File: src/rtl/fault_sched_pkg.sv
// Shared types and sizing constants for the fault trigger scheduler.
// Pure declarations: no logic, no latency.
package fault_sched_pkg;

    typedef enum logic [1:0] {
        ST_IDLE = 2'd0,
        ST_SNAP = 2'd1,
        ST_FIRE = 2'd2,
        ST_GAP  = 2'd3
    } sched_state_e;

    // Wide enough for the 1..15 gap-length range.
    localparam int GAP_CNT_W = 4;

    // Headroom bits above the pending width so a saturating add can see its own carry.
    localparam int SAT_EXTRA_W = 1;

endpackage

File: src/rtl/trig_popcount.sv
// Combinational population count of the trigger vector.
// Zero latency; no flow control.
module trig_popcount #(
    parameter int WIDTH = 4,
    parameter int CNT_W = $clog2(WIDTH + 1)
) (
    input  logic [WIDTH-1:0] bits_in,
    output logic [CNT_W-1:0] count_out
);

    always_comb begin
        count_out = '0;
        for (int i = 0; i < WIDTH; i++) begin
            count_out = count_out + CNT_W'(bits_in[i]);
        end
    end

endmodule

File: src/rtl/fault_trigger_scheduler.sv
// Queues trigger pulses and issues them as spaced single-cycle fault pulses with a lamp snapshot.
// Trigger to fault_out: 2 edges after the pending increment; one pulse per 2+GAP_CYCLES cycles.
module fault_trigger_scheduler
    import fault_sched_pkg::*;
#(
    parameter int TRIG_COUNT = 4,
    parameter int LAMP_COUNT = 2,
    parameter int DEPTH_W    = 4,
    parameter int GAP_CYCLES = 1
) (
    input  logic                  clk,
    input  logic                  reset,
    input  logic                  logic_reset,
    input  logic [TRIG_COUNT-1:0] trig_in,
    input  logic [LAMP_COUNT-1:0] lamp_in,
    output logic [LAMP_COUNT-1:0] lamp_out,
    output logic                  fault_out,
    output logic                  busy,
    output logic [DEPTH_W-1:0]    pending_count,
    output logic                  overflow
);

    localparam int POP_W = $clog2(TRIG_COUNT + 1);
    localparam int SUM_W = DEPTH_W + SAT_EXTRA_W;
    localparam logic [SUM_W-1:0] PEND_MAX = SUM_W'({DEPTH_W{1'b1}});

    sched_state_e          state_q, state_d;
    logic [DEPTH_W-1:0]    pending_q, pending_d;
    logic [LAMP_COUNT-1:0] lamp_q, lamp_d;
    logic                  fault_q, fault_d;
    logic                  overflow_q, overflow_d;
    logic [GAP_CNT_W-1:0]  gap_q, gap_d;

    logic [POP_W-1:0]      pop_cnt;
    logic                  dec;
    logic [SUM_W-1:0]      sum_net;
    logic                  sat;
    logic [DEPTH_W-1:0]    pend_next;

    trig_popcount #(
        .WIDTH (TRIG_COUNT),
        .CNT_W (POP_W)
    ) u_popcount (
        .bits_in   (trig_in),
        .count_out (pop_cnt)
    );

    // Net increment is computed one bit wider so saturation is detected from the carry.
    always_comb begin
        dec       = (state_q == ST_FIRE) && (pending_q != '0);
        sum_net   = SUM_W'(pending_q) + SUM_W'(pop_cnt) - SUM_W'(dec);
        sat       = (sum_net > PEND_MAX);
        pend_next = sat ? PEND_MAX[DEPTH_W-1:0] : sum_net[DEPTH_W-1:0];
    end

    always_comb begin
        state_d    = state_q;
        pending_d  = pend_next;
        lamp_d     = lamp_q;
        fault_d    = 1'b0;
        overflow_d = overflow_q | sat;
        gap_d      = gap_q;

        case (state_q)
            ST_IDLE: begin
                if (pending_q != '0) begin
                    state_d = ST_SNAP;
                end
            end
            ST_SNAP: begin
                lamp_d  = lamp_in;
                fault_d = 1'b1;
                state_d = ST_FIRE;
            end
            ST_FIRE: begin
                gap_d   = GAP_CNT_W'(GAP_CYCLES - 1);
                state_d = ST_GAP;
            end
            ST_GAP: begin
                if (gap_q == '0) begin
                    state_d = (pend_next != '0) ? ST_SNAP : ST_IDLE;
                end else begin
                    gap_d = gap_q - 1'b1;
                end
            end
            default: begin
                state_d = ST_IDLE;
            end
        endcase

        // Frame clear keeps only the triggers landing in the same cycle; lamp and overflow hold.
        if (logic_reset) begin
            pending_d  = DEPTH_W'(pop_cnt);
            state_d    = ST_IDLE;
            fault_d    = 1'b0;
            gap_d      = '0;
            lamp_d     = lamp_q;
            overflow_d = overflow_q;
        end
    end

    always_ff @(posedge clk) begin
        if (reset) begin
            state_q    <= ST_IDLE;
            pending_q  <= '0;
            lamp_q     <= '0;
            fault_q    <= 1'b0;
            overflow_q <= 1'b0;
            gap_q      <= '0;
        end else begin
            state_q    <= state_d;
            pending_q  <= pending_d;
            lamp_q     <= lamp_d;
            fault_q    <= fault_d;
            overflow_q <= overflow_d;
            gap_q      <= gap_d;
        end
    end

    assign lamp_out      = lamp_q;
    assign fault_out     = fault_q;
    assign pending_count = pending_q;
    assign overflow      = overflow_q;
    assign busy          = (state_q != ST_IDLE) || (pending_q != '0);

endmodule

File: config.mk
export PLATFORM = sky130hd
export DESIGN_NAME = fault_trigger_scheduler
export DESIGN_NICKNAME = d
export VERILOG_FILES = /design/src/rtl/fault_sched_pkg.sv /design/src/rtl/trig_popcount.sv /design/src/rtl/fault_trigger_scheduler.sv
export SDC_FILE = /design/constraint.sdc
export NUM_CORES = 1
export LEC_CHECK = 0
export ABC_CLOCK_PERIOD_IN_PS = 6100
export BUFFER_PORTS_ARGS = -buffer_cell sky130_fd_sc_hd__buf_2
export CAP_MARGIN = 20
export CORE_UTILIZATION = 40
export CTS_CLUSTER_DIAMETER = 200
export DETAILED_ROUTE_END_ITERATION = 12
export PLACE_DENSITY = 0.68
export SLEW_MARGIN = 10
export SYNTH_ARGS = -nofsm -noshare
export SYNTH_HDL_FRONTEND = slang
export SYNTH_SLANG_ARGS = --single-unit
File: constraint.sdc
create_clock -name clk -period 6.1 [get_ports clk]
set_input_delay 0.61 -clock clk [delete_from_list [all_inputs] [get_ports clk]]
set_output_delay 0.61 -clock clk [all_outputs]
set_load 0.01 [all_outputs]
After elaboration in Yosys (flattened, before gate mapping)
Index checks and enable logic that the tools add are counted.
- add/subtract/negate cells: 6
- $lt $le $gt $ge: 1
- equality and inequality tests: 6
- mux-type cells: 9
- bitwise operators: 2
- reductions and logical operators: 12
- operators with widths (cell ; number):
    $mux W4 ; 2
    $pmux W2 S4 ; 1
    $pmux W4 S2 ; 1
    $reduce_bool A4 Y1 ; 2
    $add A3 B1 Y3 ; 2
    $ne A2 B2 Y1 const B ; 3
    $reduce_and A2 Y1 ; 3
    $add A4 B3 Y5 ; 1
    $gt A5 B4 Y1 const B ; 1
    $sub A5 B1 Y5 ; 1
    $eq A2 B2 Y1 const B ; 2
    $logic_not A4 Y1 ; 1
    $mux W2 ; 2
    $reduce_bool A2 Y1 ; 2
    $sub A4 B1 Y4 const B ; 1
    $mux W3 ; 1
    $add A1 B1 Y2 ; 1
    $eq A2 B1 Y1 const B ; 1
    $logic_not A2 Y1 ; 1
    $mux W1 ; 2
    $reduce_or A2 Y1 ; 1
    $logic_and A1 B1 Y1 ; 1
    $logic_or A1 B1 Y1 ; 1
    $not A1 Y1 ; 1
    $or A1 B1 Y1 ; 1
- register bits after elaboration: 14
- bits of input ports: 9

Longest topological paths before layout
Gate-level depths: netlist (run 1).
- depth after elaboration: 11
- mapped depth: 11
- gate-level depth less buffers: 11

By module
From an unflattened synthesis (run 1), not the netlist that was laid out.
- cell total of the unflattened synthesis: 114
- area total of the unflattened synthesis: 1017.2 sq um
- modules (own cells, without submodules) (module ; times used ; cells an instance ; area each (sq um)):
    fault_trigger_scheduler ; 1 ; 106 ; 953.4
    trig_popcount ; 1 ; 8 ; 63.8

Worst setup path after synthesis (run 1)
No wires, ideal clock.
- kind: input port to flip-flop
- start: input trig_in[0]
- end: register state_q[0]
- library setup time: 0.132 ns
- arrival time: 2.840 ns
- slack: 3.128 ns
- stages: 11
- path buffers: 0
- cell sequence: ha_1 -> fa_1 -> ha_1 -> inv_1 -> ha_1 -> inv_1 -> fa_1 -> xor2_1 -> nor3_1 -> and4b_1 -> a31oi_1
- word-level cells in the longest chain between the ends: 11
- RTL lines (element ; line ; source):
    start: declaration ; fault_trigger_scheduler.sv:14 ; input logic [TRIG_COUNT-1:0] trig_in,
    $add A1 B1 Y2 (*) ; trig_popcount.sv:14 ; count_out = count_out + CNT_W'(bits_in[i]);
    $add A3 B1 Y3 (*) (2 in a row) ; trig_popcount.sv:14 ;
    $add A4 B3 Y5 (*) ; fault_trigger_scheduler.sv:51 ; sum_net = SUM_W'(pending_q) + SUM_W'(pop_cnt) - SUM_W'(dec);
    $sub A5 B1 Y5 (*) ; fault_trigger_scheduler.sv:51 ;
    $gt A5 B4 Y1 ; fault_trigger_scheduler.sv:52 ; sat = (sum_net > PEND_MAX);
    $mux W4 (*) ; fault_trigger_scheduler.sv:53 ; pend_next = sat ? PEND_MAX[DEPTH_W-1:0] : sum_net[DEPTH_W-1:0];
    $reduce_bool A4 Y1 (*) ; fault_trigger_scheduler.sv:81 ; state_d = (pend_next != '0) ? ST_SNAP : ST_IDLE;
    $mux W1 (*) ; fault_trigger_scheduler.sv:81 ;
    $mux W2 (*) ; fault_trigger_scheduler.sv:80 ; if (gap_q == '0) begin
    $pmux W2 S4 (*) ; fault_trigger_scheduler.sv:64 ; case (state_q)
    end signal: assignment ; fault_trigger_scheduler.sv:111 ; state_q <= state_d;
    end: declaration ; fault_trigger_scheduler.sv:27 ; sched_state_e state_q, state_d;
Every way passes the cells marked *; elsewhere a longest branch is shown, timed or not. The select of a mux whose other input is x is not followed.
A chain may end at the register's enable or synchronous reset.

Worst setup path after layout (run 1)
- start: input trig_in[0]
- end: register pending_q[2] (netlist: pending_count[2])
- word-level cells in the longest chain between the ends: 8
- RTL lines (element ; line ; source):
    $add A1 B1 Y2 (*) ; trig_popcount.sv:14 ;
    $add A3 B1 Y3 (*) (2 in a row) ; trig_popcount.sv:14 ;
    $add A4 B3 Y5 ; fault_trigger_scheduler.sv:51 ;
    $sub A5 B1 Y5 ; fault_trigger_scheduler.sv:51 ;
    $gt A5 B4 Y1 ; fault_trigger_scheduler.sv:52 ;
    $mux W4 ; fault_trigger_scheduler.sv:53 ;
    $mux W3 (*) ; fault_trigger_scheduler.sv:92 ; if (logic_reset) begin
    end signal: assignment ; fault_trigger_scheduler.sv:112 ; pending_q <= pending_d;
    end: declaration ; fault_trigger_scheduler.sv:28 ; logic [DEPTH_W-1:0] pending_q, pending_d;
Every way passes the cells marked *; elsewhere a longest branch is shown, timed or not.

==> impl_metrics.env, run 1 <==
export IMPL_status="finished clean"
export IMPL_dr_total_vias=728
export IMPL_drive_above_1_share_pct=21.1
export IMPL_path_clk_slew_ns=0.09
export IMPL_final_cells=151
export IMPL_drc=0
export IMPL_skew_ns=0.00189
export IMPL_arrival_ns=3.18
export IMPL_max_freq_ghz=0.332
export IMPL_die_w_um=51.1
export IMPL_clk_path_buf_depth=2
export IMPL_syn_cell_area_um2=965
export IMPL_grt_use_met1_pct=17.5
export IMPL_ant_nets=0
export IMPL_synth_flop_cell="dfxtp_1"
export IMPL_slew_viol_final=0
export IMPL_antenna_found_initial=0
export IMPL_cts_buffers=3
export IMPL_critical_path_class="input pin to flip-flop"
export IMPL_worstMarginPinSlew_ns=0.374
export IMPL_synthCells=104
export IMPL_worst_path_max_fanout=5
export IMPL_crit_required_ns=6.27
export IMPL_setup_violations_final=0
export IMPL_end_kind="flip-flop"
export IMPL_dp_hpwl_um=1390
export IMPL_first_pass_iters=4
export IMPL_drt_iter0_drc=10
export IMPL_rsz0062_at_grt="false"
export IMPL_design_area_um2=1100
export IMPL_grt_max_degree=11
export IMPL_synth_edf_count=0
export IMPL_relSlewSlack_pct=75.0
export IMPL_core_area_um2=2230
export IMPL_worst_setup_path_start_kind="input pin"
export IMPL_busiest_layer="met2"
export IMPL_slowest_stage="fa_1"
export IMPL_place_congestion=0.858
export IMPL_cts_resized=0
export IMPL_crit_top_cell="ha_1"
export IMPL_hp_class="flip-flop to flip-flop"
export IMPL_setup_tns_final_ns=0
export IMPL_area_growth_pct=14.3
export IMPL_track_usage_pct=15.7
export IMPL_finalPower_mw=0.309
export IMPL_fin_crit_sh_pct=49.4
export IMPL_dpl_cell_count=147
export IMPL_overflow=0
export IMPL_finalHoldViolCount=0
export IMPL_grt_util_met3_pct=5.36
export IMPL_leakagePower_nw=0.576
export IMPL_clock_root_buffer="clkbuf_4"
export IMPL_ys_seq_elements=14
export IMPL_cts_tree="built"
export IMPL_max_cap_viol_count=0
export IMPL_fp_dieArea_um2=2610
export IMPL_layout_setup_ws_ns=3.08
export IMPL_cts_hold_buf=0
export IMPL_final_util_pct=49.4
export IMPL_io_pins=18
export IMPL_fin_crit_ns=3.02
export IMPL_wire_per_inst_um=11.2
export IMPL_holdWs_ns=0.452
export IMPL_dpl_cell_area_um2=1070
export IMPL_synth_nets=130
export IMPL_crit_chain="buf_2 -> ha_1 -> fa_1 -> ha_1 -> inv_1 -> ha_1 -> inv_1 -> fa_1 -> nand3_1 -> and3_1 -> nor2_1 -> a221oi_1"
export IMPL_powerDensity_nw_per_um2=281
export IMPL_synthArstFlopShare_pct=0
export IMPL_dieHeight_um=51.1
export IMPL_clkSinkCount=14
export IMPL_htreeDepth=1
export IMPL_io_buffers=17
export IMPL_grt_first_pass_wirelength_um=3010
export IMPL_synth_warnings=0
export IMPL_synth_distinct_cells=29
export IMPL_cpPeakStageDelay_ns=0.46
export IMPL_irDropWorstVdd_uv=166
export IMPL_rows=17
export IMPL_ys_seq_area_share_pct=29.1
export IMPL_insertion_delay_ns=0.28
export IMPL_dp_slack_ns=2.80
export IMPL_final_nets=150
export IMPL_routed_via_density=4.82
export IMPL_postSynthAreaPerCell_um2=9.28
export IMPL_wl_um=1700
export IMPL_start_util_pct=43.2
export IMPL_grtUsageMet2_pct=27.9
export IMPL_postCtsSetupBuffers=0
export IMPL_grt_pass1_vias=714
export IMPL_antenna_cells=0
-- path summary, 6_finish.rpt --
kind	startpoint	cells past startpoint	slack, ns	endpoint
worst min register to register	overflow	2	0.45	overflow
worst max register to register	state_q[0]	11	3.42	pending_count[2]
worst min-delay path	overflow	2	0.45	overflow
worst max-delay path	trig_in[0]	12	3.08	pending_count[2]
-- flip-flops by register name, indices dropped and copies added (netlist names) --
name,count
fault_out,1
gap_q,4
lamp_out,2
state_q,2
overflow,1
pending_count,4
-- synthesized netlist by cell type (2+ instances only) --
cell	count	share of area, %
o21a_1	2	1.6
fa_1	2	4.2
a221oi_1	3	2.7
nor2_1	11	4.3
inv_1	17	6.6
nand2_1	4	1.6
mux2i_1	3	3.1
dfxtp_1	14	29
ha_1	15	19
xor2_1	4	3.6
a21oi_1	4	2.1
nor3_1	2	1.0
nand3_1	3	1.6
and3_1	3	1.9
nor2b_1	3	1.9
-- area by class of cell --
type	count	area [um2]
flip-flops and latches	14	280
inverters	17	63.8
well taps	28	35.0
clock buffers	4	36.3
repair buffers	17	85.1
fillers	225	1130
multi-input cells	71	602
-- critical path, delay by kind of cell --
family / cells / cell delay (ns)
simple gates: 3 / 0.40
fa+ha+maj: 5 / 1.66
compound gates: 1 / 0.32
buf+inv: 3 / 0.21
-- routing by layer --
layer / vias up / wire [um] / share of wire, %
li1: 389 / - / -
met1: 328 / 805 / 47
met2: 9 / 839 / 49
met3: 2 / 38 / 2.2
met4: 0 / 12 / 0.71
met5: - / 0 / 0
-- cell usage in the layout (no fill, tap or decap), types with 3 or more instances in the layout --
master,Yosys,layout
nand2_1,4,4
mux2i_1,3,3
nor2b_1,3,3
a221oi_1,3,3
and3_1,3,3
clkbuf_4,0,3
nand3_1,3,3
ha_1,15,15
nor2_1,11,11
a21oi_1,4,4
inv_1,17,17
buf_2,0,17
xor2_1,4,4
dfxtp_1,14,14
-- logic make-up (layout without fill, tap and decap cells) --
logic type | after synthesis | count (layout) | synth area share, %
AND/OR/NAND/NOR | 31 | 31 | 18.4
XOR/XNOR | 4 | 4 | 3.63
AO/OA/AOI/OAI | 16 | 16 | 13.6
flip-flops | 14 | 14 | 29.1
buffers and inverters | 19 | 38 | 8.56
multiplexers | 3 | 3 | 3.11
adder cells (fa/ha/maj) | 17 | 17 | 23.6
-- report_power, final --
part	switching [mW]	total, mW	internal (mW)
clock network	0.0306	0.0669	0.0363
logic	0.0725	0.131	0.0581
registers	0.0107	0.112	0.101
total	0.114	0.309	0.196
Note: power is estimated with default switching activity, not from simulation.
==> inputs of run 2 (changes only) <==
- ABC_CLOCK_PERIOD_IN_PS: 6100 -> 2700
- PLACE_DENSITY: 0.68 -> 0.7
- clock period: 6.1 -> 2.7 ns (I/O delays scaled with it)
==> run 2 against run 1 <==
Net effect:
- routed wire length grew 5.6%
- cell count grew 2.6%
- register-to-register slack lost 3.1 ns
- via count grew 5.2%
- flip-flop and latch count is the same
- total power grew to 2.5 times the previous value
- worst setup slack lost 2.9 ns
- clock skew shrank 0.00087 ns
- clock power grew 130%
- combinational power grew to 2.8 times the previous value
- clock-buffer cell count is the same
- critical path depth is the same
==> impl_metrics.env, run 2 (synthesis results as in run 1) <==
export IMPL_p_comb_share_pct=47.9
export IMPL_switching_share_pct=37.4
export IMPL_wire_per_inst_um=11.5
export IMPL_cts_buffers=3
export IMPL_leakagePower_nw=0.602
export IMPL_crit_required_ns=2.89
export IMPL_rows=17
export IMPL_dp_slack_ns=-0.321
export IMPL_powerDensity_nw_per_um2=663
export IMPL_antenna_cells=0
export IMPL_power_switching_mw=0.291
export IMPL_rsz0062_at_grt="false"
export IMPL_antenna_found_initial=0
export IMPL_fin_crit_sh_pct=93.6
export IMPL_drive_above_1_share_pct=29.9
export IMPL_grt_pass1_vias=756
export IMPL_postCtsSetupBuffers=0
export IMPL_final_nets=154
export IMPL_ff_latch_area_um2=280
export IMPL_routed_via_density=4.94
export IMPL_setup_tns_final_ns=0
export IMPL_die_w_um=51.1
export IMPL_finalPower_mw=0.778
export IMPL_wl_um=1790
export IMPL_fp_dieArea_um2=2610
export IMPL_status="finished clean"
export IMPL_clkPwrFrac_pct=20.0
export IMPL_dr_total_vias=766
export IMPL_max_freq_ghz=0.396
export IMPL_irDropWorstVdd_uv=304
export IMPL_cts_resized=0
export IMPL_hp_class="input pin to flip-flop"
export IMPL_final_cells=155
export IMPL_reg2reg_slack_ns=0.29
export IMPL_internal_power_mw=0.487
export IMPL_worst_setup_path_start_kind="input pin"
export IMPL_worstMarginPinSlew_ns=0.391
export IMPL_area_growth_pct=21.7
export IMPL_dieHeight_um=51.1
export IMPL_layout_setup_ws_ns=0.172
export IMPL_cts_tree="built"
export IMPL_grt_max_degree=11
export IMPL_max_cap_viol_count=0
export IMPL_dp_hpwl_um=1460
export IMPL_multi_input_area_um2=643
export IMPL_path_clk_slew_ns=0.09
export IMPL_dpl_cell_area_um2=1100
export IMPL_first_pass_iters=4
export IMPL_seqPwrFrac_pct=32.1
export IMPL_critical_path_class="input pin to flip-flop"
export IMPL_cts_hold_buf=0
export IMPL_core_area_um2=2230
export IMPL_htreeDepth=1
export IMPL_clkSinkCount=14
export IMPL_arrival_ns=2.72
export IMPL_io_buffers=17
export IMPL_worst_path_max_fanout=5
export IMPL_clock_root_buffer="clkbuf_4"
export IMPL_drt_iter0_drc=3
export IMPL_nFillCells=228
export IMPL_grt_first_pass_wirelength_um=3020
export IMPL_io_pins=18
export IMPL_ant_nets=0
export IMPL_place_congestion=0.895
export IMPL_layout_common_cells="inv_1 (17), buf_2 (17), ha_1 (14), dfxtp_1 (14), nor2_1 (10)"
export IMPL_insertion_delay_ns=0.28
export IMPL_relSlewSlack_pct=73.9
export IMPL_finalHoldViolCount=0
export IMPL_fin_crit_ns=2.53
export IMPL_setup_violations_final=0
export IMPL_design_area_um2=1170
export IMPL_track_usage_pct=15.9
export IMPL_start_util_pct=43.2
export IMPL_skew_ns=0.00102
export IMPL_end_kind="flip-flop"
export IMPL_dpl_cell_count=152
export IMPL_overflow=0
export IMPL_drc=0
export IMPL_clk_path_buf_depth=2
export IMPL_slew_viol_final=0
==> run 2: cell type report <==
cell class | count | area share, %
flip-flops and latches | 14 | 23.9
repair buffers | 21 | 9.81
well taps | 28 | 2.99
clock buffers | 4 | 3.09
multi-input cells | 71 | 54.8
inverters | 17 | 5.44
==> run 2: power groups by stage <==
stage          Sequential (mW)  Clock (mW)  Combinational (mW)
2_1_floorplan            0.264           0               0.217
3_3_place_gp             0.253           0               0.335
3_5_place_dp             0.256           0               0.341
4_1_cts                  0.251       0.164               0.344
5_1_grt                  0.253       0.170               0.417
6_report                 0.250       0.155               0.373
==> run 2: through the flow <==
step                hold WS, ns  util, %
floorplan                 0.417        -
global placement          0.435     49.4
detailed placement        0.445     49.4
CTS                       0.220     51.0
global route              0.242     52.5
finish                    0.222     52.5
==> run 2: worst paths after layout <==
path	cells past startpoint	end	start
setup / recovery	12	pending_count[2]	trig_in[0]
hold / removal	3	lamp_out[1]	lamp_in[1]
setup reg to reg	10	pending_count[2]	pending_count[0]
hold reg to reg	2	overflow	overflow
==> run 2: routing by layer <==
metal	vias up	wire, um	track usage, %
li1	398	-	-
met1	357	828	18.1
met2	7	897	27.0
met3	4	34	3.57
met4	0	29	8.80
met5	-	0	0
==> run 2: worst max-delay path: stages <==
cell and delay, ns:
buf_2 0.10, ha_1 0.29, fa_1 0.49, inv_1 0.06, ha_1 0.26, inv_1 0.04, ha_2 0.18, fa_2 0.41
nand3_2 0.09, and3_4 0.20, nor2_4 0.05, a221oi_2 0.27
==> inputs of run 3 (changes only) <==
- CORE_ASPECT_RATIO: default -> 0.7
- CORE_UTILIZATION: 40 -> 48
- PLACE_DENSITY: 0.7 -> 0.8
==> run 3 against run 2 <==
Net effect:
- non-clock buffer count up 2
- sequential share of layout area up 0.10 points
- global-route usage up 2.6 points
- critical path depth unchanged
- hold slack better by 0.024 ns
- utilization up 9.9 points
- flip-flop and latch count unchanged
- routed wire length up 14%
- combinational power up 3%
- largest cell class unchanged
- largest power group unchanged
- highest routed layer is now met3
==> impl_metrics.env, run 3 (synthesis results as in run 1) <==
export IMPL_worstMarginPinSlew_ns=0.395
export IMPL_fp_dieArea_um2=2200
export IMPL_critical_path_class="input pin to flip-flop"
export IMPL_drc=0
export IMPL_routed_via_density=5.49
export IMPL_irDropWorstVdd_uv=434
export IMPL_crit_required_ns=2.85
export IMPL_worstHoldStart="lamp_in[1]"
export IMPL_skew_ns=0.00421
export IMPL_worst_path_max_fanout=5
export IMPL_hold_end="lamp_out[1]"
export IMPL_place_congestion=0.856
export IMPL_reg2reg_slack_ns=0.26
export IMPL_cts_buffers=3
export IMPL_fin_crit_ns=2.59
export IMPL_final_util_pct=62.5
export IMPL_start_util_pct=51.6
export IMPL_io_pins=18
export IMPL_slew_viol_final=0
export IMPL_final_nets=156
export IMPL_finalHoldViolCount=0
export IMPL_antenna_cells=0
export IMPL_cts_hold_buf=0
export IMPL_cts_resized=0
export IMPL_max_cap_viol_count=0
export IMPL_clock_root_buffer="clkbuf_4"
export IMPL_clkSinkCount=14
export IMPL_dr_total_vias=829
export IMPL_final_cells=151
export IMPL_relSlewSlack_pct=73.5
export IMPL_fin_crit_sh_pct=95.8
export IMPL_track_usage_pct=18.4
export IMPL_ant_nets=0
export IMPL_die_w_um=55.6
export IMPL_dieHeight_um=39.5
export IMPL_design_area_um2=1170
export IMPL_max_freq_ghz=0.387
export IMPL_antenna_found_initial=0
export IMPL_cts_tree="built"
export IMPL_dpl_cell_count=147
export IMPL_dpl_cell_area_um2=1100
export IMPL_powerDensity_nw_per_um2=671
export IMPL_arrival_ns=2.74
export IMPL_grt_first_pass_wirelength_um=3040
export IMPL_layout_common_cells="inv_1 (17), buf_2 (17), ha_1 (15)"
export IMPL_regToRegStartpoint="pending_count[0]"
export IMPL_hold_path_depth=3
export IMPL_leakagePower_nw=0.611
export IMPL_drt_iter0_drc=28
export IMPL_io_buffers=17
export IMPL_hp_class="input pin to flip-flop"
export IMPL_overflow=0
export IMPL_worst_setup_path_start_kind="input pin"
export IMPL_postCtsSetupBuffers=0
export IMPL_area_growth_pct=21.1
export IMPL_grt_pass1_vias=752
export IMPL_setup_violations_final=0
export IMPL_first_pass_iters=4
export IMPL_path_clk_slew_ns=0.08
export IMPL_end_kind="flip-flop"
export IMPL_htreeDepth=1
export IMPL_drive_above_1_share_pct=29.5
export IMPL_wl_um=2040
export IMPL_insertion_delay_ns=0.28
export IMPL_reg2reg_depth=10
export IMPL_clk_path_buf_depth=2
export IMPL_dp_hpwl_um=1570
export IMPL_wire_per_inst_um=13.5
export IMPL_status="finished clean"
export IMPL_rows=13
export IMPL_rr_endpoint="state_q[0]"
export IMPL_core_area_um2=1870
export IMPL_grt_max_degree=11
==> run 3: cell types whose count changed in the layout (fill, tap and decap cells not counted), sizes merged <==
cell | before | now
buf | 21 | 23
==> run 3: metrics by stage <==
stage	hold WS [ns]	power [mW]	worst slack [ns]	TNS, ns
floorplan	0.417	0.481	0.0678	0
finish	0.247	0.784	0.114	0
global route	0.263	0.839	-0.0192	-0.0192
CTS	0.249	0.744	0.0620	0
detailed placement	0.443	0.594	-0.219	-1.12
global placement	0.430	0.581	-0.186	-0.813
==> run 3: final cells by class <==
type,instances,area (um2)
Clock buffer,4,36.3
Fill cell,137,702
Inverter,17,63.8
Multi-Input combinational cell,71,631
Sequential cell,14,280
Tap cell,22,27.5
Timing Repair Buffer,23,130
==> run 3: how the worst max path moves through the flow <==
stage,endpoint,from,slack [ns]
5_1_grt,state_q[0],trig_in[0],-0.02
3_3_place_gp,pending_count[1],trig_in[0],-0.19
6_report,state_q[0],trig_in[0],0.11
4_1_cts,pending_count[1],trig_in[0],0.06
3_5_place_dp,pending_count[1],trig_in[0],-0.22
2_1_floorplan,state_q[0],trig_in[0],0.07
==> run 3: layer usage <==
layer | share of wire, % | routed length (um) | vias up | GRT usage (%)
li1 | - | - | 403 | -
met1 | 44 | 886 | 389 | 21.0
met2 | 49 | 1010 | 37 | 35.8
met3 | 7.0 | 142 | 0 | 4.29
met4 | 0 | 0 | 0 | 5.00
met5 | 0 | 0 | - | 0
==> run 3: power by group <==
group          switching (mW)  internal [mW]  total, mW
combinational           0.207          0.178      0.385
sequential             0.0216          0.229      0.250
clock                  0.0668         0.0820      0.149
==> run 3: worst max-delay path: stages <==
cell	delay (ns)
buf_2	0.10
ha_1	0.30
fa_1	0.37
ha_1	0.29
inv_1	0.05
ha_1	0.26
inv_1	0.07
fa_2	0.40
nand3_1	0.13
a21oi_1	0.12
nor2_2	0.26
a31oi_1	0.13
